$ cat src/rtl/sys_ctrl_tx_queue_pkg.sv
// Shared types and sizing helpers for the transmit-side queue.
// FSM encodings and pointer/count widths used by the top and its FIFO.
package sys_ctrl_tx_queue_pkg;

  localparam int DEF_DATA_WIDTH = 8;
  localparam int DEF_ALU_BYTES  = 2;
  localparam int DEF_FIFO_DEPTH = 8;

  function automatic int ptr_w(input int depth);
    return (depth > 1) ? $clog2(depth) : 1;
  endfunction

  localparam int PTR_W = ptr_w(DEF_FIFO_DEPTH);
  localparam int CNT_W = PTR_W + 1;

  typedef enum logic [1:0] {
    S_IDLE,
    S_SEND,
    S_WAIT_BUSY,
    S_WAIT_DONE
  } tx_state_e;

endpackage

$ cat src/rtl/sys_ctrl_tx_fifo.sv
// Byte FIFO with zero read latency: the head entry is always on dout_o.
// Push and pop may coincide at any fill level, including full.
module sys_ctrl_tx_fifo
  import sys_ctrl_tx_queue_pkg::*;
#(
  parameter int W     = DEF_DATA_WIDTH,
  parameter int DEPTH = DEF_FIFO_DEPTH,
  parameter int PW    = PTR_W,
  parameter int CW    = CNT_W
) (
  input  logic          clk,
  input  logic          rst_n,
  input  logic          push_i,
  input  logic [W-1:0]  din_i,
  input  logic          pop_i,
  output logic [W-1:0]  dout_o,
  output logic          empty_o,
  output logic          full_o,
  output logic [CW-1:0] count_o
);

  logic [W-1:0]  mem_q [DEPTH];
  logic [PW-1:0] wptr_q, wptr_d;
  logic [PW-1:0] rptr_q, rptr_d;
  logic [CW-1:0] count_q, count_d;
  logic          full_q, full_d;
  logic          do_push, do_pop;

  assign do_pop  = pop_i && (count_q != '0);
  assign do_push = push_i && (!full_q || do_pop);

  always_comb begin
    wptr_d  = do_push ? wptr_q + PW'(1) : wptr_q;
    rptr_d  = do_pop  ? rptr_q + PW'(1) : rptr_q;
    count_d = count_q + CW'(do_push) - CW'(do_pop);
    full_d  = (count_d == CW'(DEPTH));
  end

  always_ff @(posedge clk or negedge rst_n) begin
    if (!rst_n) begin
      wptr_q  <= '0;
      rptr_q  <= '0;
      count_q <= '0;
      full_q  <= 1'b0;
    end else begin
      wptr_q  <= wptr_d;
      rptr_q  <= rptr_d;
      count_q <= count_d;
      full_q  <= full_d;
    end
  end

  always_ff @(posedge clk) begin
    if (do_push) mem_q[wptr_q] <= din_i;
  end

  assign dout_o  = mem_q[rptr_q];
  assign empty_o = (count_q == '0);
  assign full_o  = full_q;
  assign count_o = count_q;

endmodule

$ cat src/rtl/sys_ctrl_tx_queue.sv
// Transmit-side controller: arbitrates RF bytes and ALU words into a byte
// queue and paces them out to the UART with its valid/busy handshake.
module sys_ctrl_tx_queue
  import sys_ctrl_tx_queue_pkg::*;
#(
  parameter int DATA_WIDTH = DEF_DATA_WIDTH,
  parameter int ALU_BYTES  = DEF_ALU_BYTES,
  parameter int FIFO_DEPTH = DEF_FIFO_DEPTH
) (
  input  logic                            CLK,
  input  logic                            RST,
  input  logic [DATA_WIDTH-1:0]           RF_RdData,
  input  logic                            RF_RdData_VLD,
  input  logic [DATA_WIDTH*ALU_BYTES-1:0] ALU_OUT,
  input  logic                            ALU_OUT_VLD,
  input  logic                            UART_TX_Busy,
  input  logic                            ERR_CLR,
  output logic [DATA_WIDTH-1:0]           UART_TX_DATA,
  output logic                            UART_TX_VLD,
  output logic                            FIFO_FULL,
  output logic                            OVF_ERR
);

  localparam int DW  = DATA_WIDTH;
  localparam int AW  = DATA_WIDTH * ALU_BYTES;
  localparam int PW  = ptr_w(FIFO_DEPTH);
  localparam int CW  = PW + 1;
  localparam int PCW = $clog2(ALU_BYTES + 1);

  logic [AW-1:0]  pend_q, pend_d;
  logic [PCW-1:0] pcnt_q, pcnt_d;
  logic           skid_v_q, skid_v_d;
  logic [DW-1:0]  skid_q, skid_d;
  logic           ovf_q, ovf_d;
  tx_state_e      st_q, st_d;
  logic [DW-1:0]  txd_q, txd_d;
  logic           vld_q, vld_d;

  logic           push, pop;
  logic [DW-1:0]  push_data, head;
  logic           empty, full;
  logic [CW-1:0]  count, free, alu_need;
  logic           port_busy, rf_drop, alu_drop;

  sys_ctrl_tx_fifo #(
    .W     (DW),
    .DEPTH (FIFO_DEPTH),
    .PW    (PW),
    .CW    (CW)
  ) u_fifo (
    .clk     (CLK),
    .rst_n   (RST),
    .push_i  (push),
    .din_i   (push_data),
    .pop_i   (pop),
    .dout_o  (head),
    .empty_o (empty),
    .full_o  (full),
    .count_o (count)
  );

  // Skid and pending bytes already own queue slots, so free excludes them.
  always_comb begin
    free = CW'(FIFO_DEPTH) - count - CW'(pcnt_q) - CW'(skid_v_q);
    alu_need  = CW'(ALU_BYTES) + CW'(RF_RdData_VLD);
    port_busy = (pcnt_q != '0) || skid_v_q;
    pend_d    = pend_q;
    pcnt_d    = pcnt_q;
    skid_v_d  = skid_v_q;
    skid_d    = skid_q;
    push      = 1'b0;
    push_data = '0;
    rf_drop   = 1'b0;
    alu_drop  = 1'b0;

    if (pcnt_q != '0) begin
      push      = 1'b1;
      push_data = pend_q[DW-1:0];
      pend_d    = pend_q >> DW;
      pcnt_d    = pcnt_q - PCW'(1);
    end else if (skid_v_q) begin
      push      = 1'b1;
      push_data = skid_q;
      skid_v_d  = 1'b0;
    end

    if (RF_RdData_VLD) begin
      if (free == '0) begin
        rf_drop = 1'b1;
      end else if (!port_busy) begin
        push      = 1'b1;
        push_data = RF_RdData;
      end else if (!skid_v_q || pcnt_q == '0) begin
        skid_v_d = 1'b1;
        skid_d   = RF_RdData;
      end else begin
        rf_drop = 1'b1;
      end
    end

    if (ALU_OUT_VLD) begin
      if (pcnt_q == '0 && free >= alu_need) begin
        pend_d = ALU_OUT;
        pcnt_d = PCW'(ALU_BYTES);
      end else begin
        alu_drop = 1'b1;
      end
    end

    if (rf_drop || alu_drop) ovf_d = 1'b1;
    else if (ERR_CLR)        ovf_d = 1'b0;
    else                     ovf_d = ovf_q;
  end

  always_comb begin
    st_d  = st_q;
    txd_d = txd_q;
    vld_d = 1'b0;
    pop   = 1'b0;
    unique case (st_q)
      S_IDLE: begin
        if (!empty && !UART_TX_Busy) begin
          pop   = 1'b1;
          txd_d = head;
          vld_d = 1'b1;
          st_d  = S_SEND;
        end
      end
      S_SEND:      st_d = S_WAIT_BUSY;
      S_WAIT_BUSY: if (UART_TX_Busy) st_d = S_WAIT_DONE;
      S_WAIT_DONE: if (!UART_TX_Busy) st_d = S_IDLE;
    endcase
  end

  always_ff @(posedge CLK or negedge RST) begin
    if (!RST) begin
      pend_q   <= '0;
      pcnt_q   <= '0;
      skid_v_q <= 1'b0;
      skid_q   <= '0;
      ovf_q    <= 1'b0;
      st_q     <= S_IDLE;
      txd_q    <= '0;
      vld_q    <= 1'b0;
    end else begin
      pend_q   <= pend_d;
      pcnt_q   <= pcnt_d;
      skid_v_q <= skid_v_d;
      skid_q   <= skid_d;
      ovf_q    <= ovf_d;
      st_q     <= st_d;
      txd_q    <= txd_d;
      vld_q    <= vld_d;
    end
  end

  assign UART_TX_DATA = txd_q;
  assign UART_TX_VLD  = vld_q;
  assign FIFO_FULL    = full;
  assign OVF_ERR      = ovf_q;

endmodule

$ cat config.mk
export PLATFORM = sky130hd
export DESIGN_NAME = sys_ctrl_tx_queue
export DESIGN_NICKNAME = d
export VERILOG_FILES = /design/src/rtl/sys_ctrl_tx_queue_pkg.sv /design/src/rtl/sys_ctrl_tx_fifo.sv /design/src/rtl/sys_ctrl_tx_queue.sv
export SDC_FILE = /design/constraint.sdc
export NUM_CORES = 1
export LEC_CHECK = 0
export ABC_AREA = 1
export CAP_MARGIN = 20
export CORE_MARGIN = 2
export CORE_UTILIZATION = 50
export CTS_CLUSTER_SIZE = 10
export DETAILED_ROUTE_END_ITERATION = 7
export PLACE_DENSITY = 0.7
export SETUP_SLACK_MARGIN = 0.1
export SLEW_MARGIN = 0
export SYNTH_ARGS = -nofsm -noshare
export SYNTH_HDL_FRONTEND = slang
export SYNTH_HIERARCHICAL = 1
export SYNTH_SLANG_ARGS = --single-unit
$ cat constraint.sdc
create_clock -name CLK -period 5.6 [get_ports CLK]
set_input_delay 0.84 -clock CLK [delete_from_list [all_inputs] [get_ports CLK]]
set_output_delay 0.84 -clock CLK [all_outputs]
set_load 0.02 [all_outputs]
==> results of run 1 <==
registers in the layout, indices dropped and copies added, names as in the netlist, 3 cells and up:
signal	flops
pend_q	16
u_fifo/count_o	4
skid_q	8
u_fifo/mem_q	64
u_fifo/wptr_q	3
u_fifo/rptr_q	3
UART_TX_DATA	8
power breakdown:
part           internal [W]  switching, W
registers           0.00133      0.000245
clock network      0.000623      0.000357
logic              0.000602       0.00124
total               0.00255       0.00184
logic make-up (layout without fill, tap and decap cells):
group / count (synthesis) / count (layout)
and+or+nand+nor: 330 / 330
DFF: 114 / 114
buffers and inverters: 82 / 127
AOI/OAI and AO/OA: 48 / 48
adders and majority gates: 24 / 24
xor gates and xnor gates: 3 / 3
routing by layer:
metal,vias up,part of all wire,global-route usage
met3,22,0.046,0.0538
li1,2039,-,-
met4,0,0.021,0.0808
met1,1935,0.44,0.266
met5,-,0,0
met2,128,0.49,0.338
area by class of cell:
| class | instances | area share |
|---|---|---|
| Clock inverter | 12 | 0.0137 |
| Multi-Input combinational cell | 405 | 0.314 |
| Sequential cell | 114 | 0.482 |
| Clock buffer | 20 | 0.0693 |
| Inverter | 54 | 0.0319 |
| Timing Repair Buffer | 41 | 0.0631 |
| Tap cell | 140 | 0.0266 |
cell usage in the layout, fill, tap and decap left out, types with 3 or more instances in the layout:
cell             netlist  final
nand2_1              207    207
edfxtp_1              64     64
dfrtp_1               50     49
inv_1                 49     49
nor2_1                41     41
clkdlybuf4s50_1        0     39
nand4_1               32     32
ha_1                  22     22
nand3_1               20     20
o21ai_1               20     20
clkbuf_16              0     17
nand2_2               16     16
o21ai_0               15     15
o211ai_1               9      9
nor2_2                 7      7
clkinv_2               0      6
clkinv_1               2      4
a21oi_1                3      3
clkinvlp_4             0      3
xor2_1                 3      3
critical path, stage by stage (launching register included):
cell     delay, ns
dfrtp_1       0.45
ha_1          0.31
ha_1          0.28
inv_1         0.04
ha_1          0.21
fa_1          0.42
nand2_1       0.11
nand3_1       0.10
nand2_2       0.12
nand3_2       0.32
nand2_1       0.23
nand2_1       0.18
nand2_4       0.17
ha_1          0.24
inv_1         0.05
ha_1          0.15
inv_1         0.06
fa_1          0.49
inv_1         0.06
nor2_1        0.08
nand2_1       0.06
nor2_1        0.09
metrics by stage:
step / total power (W) / worst slack (ns) / cells / instance area (µm²) / util
6_report: 0.00439 / 1.34 / 786 / 6590 / 0.600
5_1_grt: 0.00477 / 0.970 / 786 / 6590 / 0.600
4_1_cts: 0.00443 / 1.35 / 786 / 6590 / 0.600
3_5_place_dp: 0.00341 / 1.41 / 754 / 6040 / 0.550
3_3_place_gp: 0.00333 / 1.53 / 753 / 6020 / 0.548
2_1_floorplan: 0.00302 / 1.91 / 601 / 5680 / -
worst min-delay path by stage:
stage               startpoint               to  slack, ns
floorplan            skid_q[0]        skid_q[0]       0.44
global placement     skid_q[1]        skid_q[1]       0.46
detailed placement   skid_q[0]        skid_q[0]       0.46
CTS                        RST      UART_TX_VLD       0.37
global route               RST  UART_TX_DATA[3]       0.39
finish                     RST      UART_TX_VLD       0.36
==> impl_metrics.yaml, run 1 <==
timing:
  setup_viol: 0
  rsz0062_at_grt: "false"
  finalSetupTns_ns: 0
  max_freq_mhz: 235
  fin_crit_sh: 0.761
  worstMarginPinSlew_ns: 0.959
  maxSlewViolCount: 0
  hold_viol_final: 0
  finClkSkew_ns: 0.00539
  maxSlewHeadroom: 0.359
  worst_hold_slack_ns: 0.361
  period_minus_slack_ns: 4.26
logic_synthesis:
  synth-edff-count: 64
  synth_area_leaders: "edfxtp_1 34%, dfrtp_1 22%, nand2_1 14%"
  synth_cells: 601
  synth.most_common_cell: "nand2_1"
  synth_compound_area_frac: 0.0469
  ys.flop_type: "edfxtp_1"
  yosys.area.top_type: "edfxtp_1"
  synthAdderAreaFrac: 0.0555
  synth_area_per_cell_um2: 9.46
  yosys.area.top_type_share: 0.338
  synth_simple_gate_area_frac: 0.256
  synth_xor_area_frac: 0.00462
  async_flop_share: 0.439
  ys_types: 30
  ys_seq_elements: 114
  synth-seq-area-share: 0.558
  syn-num-nets: 655
  ys.warnings.count: 6
  synth.area.mux_share: 0
  ys_top_cells_by_count: "207 x nand2_1, 64 x edfxtp_1, 50 x dfrtp_1"
  synthesis.area_um2: 5680
  synth_top_family_by_area: "simple AND/OR/NAND/NOR gates"
clock_network:
  cts_buffers: 17
  cts.repair.resized: 0
  postCtsSetupRepairBufs: 0
  clkLatencyLatePin_ns: 0.41
  root_buffer: "clkbuf_16"
  clk_pin_slew_ns: 0.05
  clockBufferDepth: 2
  hold_buffers: 0
  cts_tree: "yes"
  cts_sinks: 114
  htree_num_levels: 4
route:
  drc: 0
  vias: 4124
  first_pass_iters: 5
  drt-wirelength-per-cell_um: 15.1
  drtAntennaViolNets: 0
  totalWireLength_um: 11900
  viasPerCell: 5.25
  dr.first_iter.drc_count: 303
outcome:
  run_status: "finished clean"
global_routing:
  antenna_found_initial: 0
  grt_pass1_wl_um: 20200
  grt_pass1_vias: 4099
  grt_use_total: 0.207
  grt_max_degree: 46
  grt_overflow: 0
floorplanning:
  dieWidth_um: 111
  start_util: 0.517
  dieArea_um2: 12200
  ios: 41
  coreArea_um2: 11000
  die_h_um: 111
  rows: 38
min_path:
  hold_path_class: "input port to asynchronous set/reset pin"
layout:
  insertedDiodeCount: 0
  seq_area_um2: 3170
  drive_gt1_frac: 0.101
  multi_input_area_um2: 2070
  areaGrowthSynthToFinish_pct: 15.9
  nFillCells: 917
  finalNetCount: 687
power_and_ir_drop:
  vdd_drop_max_mv: 0.301
  power.density_nw_per_um2: 667
  p_leak_nw: 3.00
worst_setup_path:
  worst-r2r-setup-slack_ns: 1.34
  path_class: "flip-flop to flip-flop"
  endpoint: "u_fifo/full_o"
  path_max_fanout: 20
  r2r-start: "u_fifo/count_o[1]"
  crit_path_end_kind: "flip-flop"
  worst_setup_path_start_kind: "flip-flop"
  cp.required_ns: 5.94
  r2r-end: "u_fifo/full_o"
  cp.arrival_ns: 4.60
  r2r_cells: 21
  startpoint: "u_fifo/count_o[1]"
place:
  routabilityCongestion: 0.872
  dp_hpwl_um: 7860
  io_buffers: 40
flow_run:
  max-cap-violations: 0
Note: power is estimated with default switching activity, not from simulation.
==> run 2, diff against run 1 <==
==> constraint.sdc (replaced) <==
create_clock -name CLK -period 4.1 [get_ports CLK]
set_input_delay 0.615 -clock CLK [delete_from_list [all_inputs] [get_ports CLK]]
set_output_delay 0.615 -clock CLK [all_outputs]
set_load 0.02 [all_outputs]
==> run 2 against run 1 <==
Effect of this change:
- core utilization rose by 1.0 points
- sequential cell count stayed put
- maximum frequency is 13% higher
- clock power up 52%
- non-clock buffer count increased by 9
- clock skew hardly changed
- first-iteration DRC count fell by 20%
- global-route usage fell by 0.44 points
- critical path depth grew 1
- wire length down 0.56%
- via count increased by 1.4%
- critical path type unchanged
- highest routed layer unchanged
==> impl_metrics.yaml, run 2 (synthesis gave the netlist of run 1 again) <==
timing:
  setup_viol: 0
  maxSlewHeadroom: 0.372
  rsz0062_at_grt: "false"
  setup_slack_ns: 0.328
  max_freq_mhz: 265
  fin_crit_sh: 0.920
  finClkSkew_ns: 0.00558
  period_minus_slack_ns: 3.77
  worst_hold_slack_ns: 0.312
  finalSetupTns_ns: 0
  maxSlewViolCount: 0
  worstMarginPinSlew_ns: 0.942
  hold_viol_final: 0
floorplanning:
  ios: 41
  die_h_um: 111
  coreArea_um2: 11000
  dieArea_um2: 12200
  dieWidth_um: 111
  rows: 38
  start_util: 0.517
clock_network:
  clkLatencyLatePin_ns: 0.42
  cts_sinks: 114
  clockBufferDepth: 2
  cts_buffers: 17
  cts_tree: "yes"
  htree_num_levels: 4
  root_buffer: "clkbuf_16"
  clk_pin_slew_ns: 0.05
  hold_buffers: 0
global_routing:
  antenna_found_initial: 0
  grt_max_degree: 51
  use_met3: 0.0615
  grt_pass1_wl_um: 19600
  grt_most_used_layer: "met2"
  grt_use_total: 0.203
  met2_usage: 0.330
  grt_pass1_vias: 4055
  met1_usage: 0.259
  grt_overflow: 0
worst_setup_path:
  path_depth: 22
  crit_path_top_delay_cell: "fa_1"
  startpoint: "pcnt_q[1]"
  max_stage_delay_ns: 0.49
  cp.required_ns: 4.45
  crit_buf_inv: 4
  crit_chain: "ha_1, ha_1, inv_1, ha_1, fa_1, nand2_1, nand2_1, nand2_1, nand2_2, nand3_2, nand2_1, nand2_2, nand2_4, ha_1, inv_1, ha_1, inv_1, fa_1, inv_1, nor2_1, nand2_1, nor2_1"
  path_max_fanout: 4
  cp.arrival_ns: 4.12
  r2r-start: "pcnt_q[1]"
  worst_setup_path_start_kind: "flip-flop"
  path_class: "flip-flop to flip-flop"
  r2r_cells: 22
  crit_path_end_kind: "flip-flop"
  critPathTopFamily: "adder cells"
layout:
  top_register: "u_fifo/mem_q"
  top_regs: "u_fifo/mem_q x64, pend_q x16"
  nFillCells: 878
  finalNonFillerCells: 795
  layout_commonest_cell: "nand2_1"
  areaGrowthSynthToFinish_pct: 17.9
  final_area_um2: 6700
  largest_reg_flops: 64
  drive_gt1_frac: 0.115
  insertedDiodeCount: 0
  finalNetCount: 696
  final_cell_mix: "206 x nand2_1, 64 x edfxtp_1, 49 x inv_1"
place:
  dp_hpwl_um: 7650
  routabilityCongestion: 0.848
  pre_cts_slack_ns: 0.290
  place_area_um2: 6090
  io_buffers: 40
  placed_cells: 762
route:
  dr.first_iter.drc_count: 241
  drtAntennaViolNets: 0
  viasPerCell: 5.26
  drc: 0
  vias: 4181
  totalWireLength_um: 11800
  first_pass_iters: 4
  drt-wirelength-per-cell_um: 14.9
min_path:
  hold_path_class: "input port to asynchronous set/reset pin"
power_and_ir_drop:
  vdd_drop_max_mv: 0.418
  p_leak_nw: 3.06
  power.density_nw_per_um2: 929
outcome:
  run_status: "finished clean"
flow_run:
  max-cap-violations: 0
==> run 2: changes by cell type in the layout (fill, tap and decap cells not counted), moves of 2 or more <==
cell | previous run | this run
clkinv_1 | 4 | 2
buf_4 | 0 | 10
clkinv_2 | 6 | 3
clkbuf_1 | 1 | 4
clkinvlp_4 | 3 | 1
clkinv_4 | 0 | 2
bufinv_16 | 1 | 3
==> run 2: worst paths after layout <==
| path | slack, ns | to |
|---|---|---|
| worst max-delay path | 0.33 | u_fifo/full_o |
| worst min-delay path | 0.31 | u_fifo/rptr_q[1] |
| worst max register to register | 0.33 | u_fifo/full_o |
| worst min register to register | 0.48 | UART_TX_DATA[4] |
| max in group asynchronous | 3.33 | u_fifo/count_o[1] |
| min in group CLK | 0.48 | UART_TX_DATA[4] |
==> run 2: worst reg2reg max path, delay by kind of cell, from the launching register on <==
family / cells / cell delay, ns
buffers and inverters: 4 / 0.22
and+or+nand+nor: 11 / 0.91
adders and majority gates: 7 / 2.14
DFF: 1 / 0.43
==> run 2: what timing repair did <==
action | CTS | global route
setup buffers | 0 | 1
resized for setup | 0 | 2
endpoints found under the hold margin | 0 | 0
setup endpoints to repair | 0 | 2
==> run 2: power by group <==
part	leakage (nW)	internal [W]	switching, W
sequential	1.22	0.00181	0.000336
combinational	1.55	0.000869	0.00171
clock	0.291	0.000985	0.000504
total	3.06	0.00367	0.00255
==> run 2: layer usage <==
metal  wire length (µm)  up-vias
li1                   -     2055
met1               5290     1997
met2               5690      107
met3                599       22
met4                249        0
met5                  0        -
==> run 2: stage by stage <==
stage | power (W) | util
6_report | 0.00622 | 0.610
5_1_grt | 0.00667 | 0.610
4_1_cts | 0.00623 | 0.609
3_5_place_dp | 0.00471 | 0.554
3_3_place_gp | 0.00460 | 0.554
2_1_floorplan | 0.00413 | -
==> run 2: final cells by class <==
type                            count  area, µm²  area share
Tap cell                          140        175      0.0262
Timing Repair Buffer               50        470      0.0702
Inverter                           54        210      0.0314
Multi-Input combinational cell    405       2070       0.309
Clock inverter                      9        130      0.0194
Clock buffer                       23        468      0.0699
Sequential cell                   114       3180       0.474
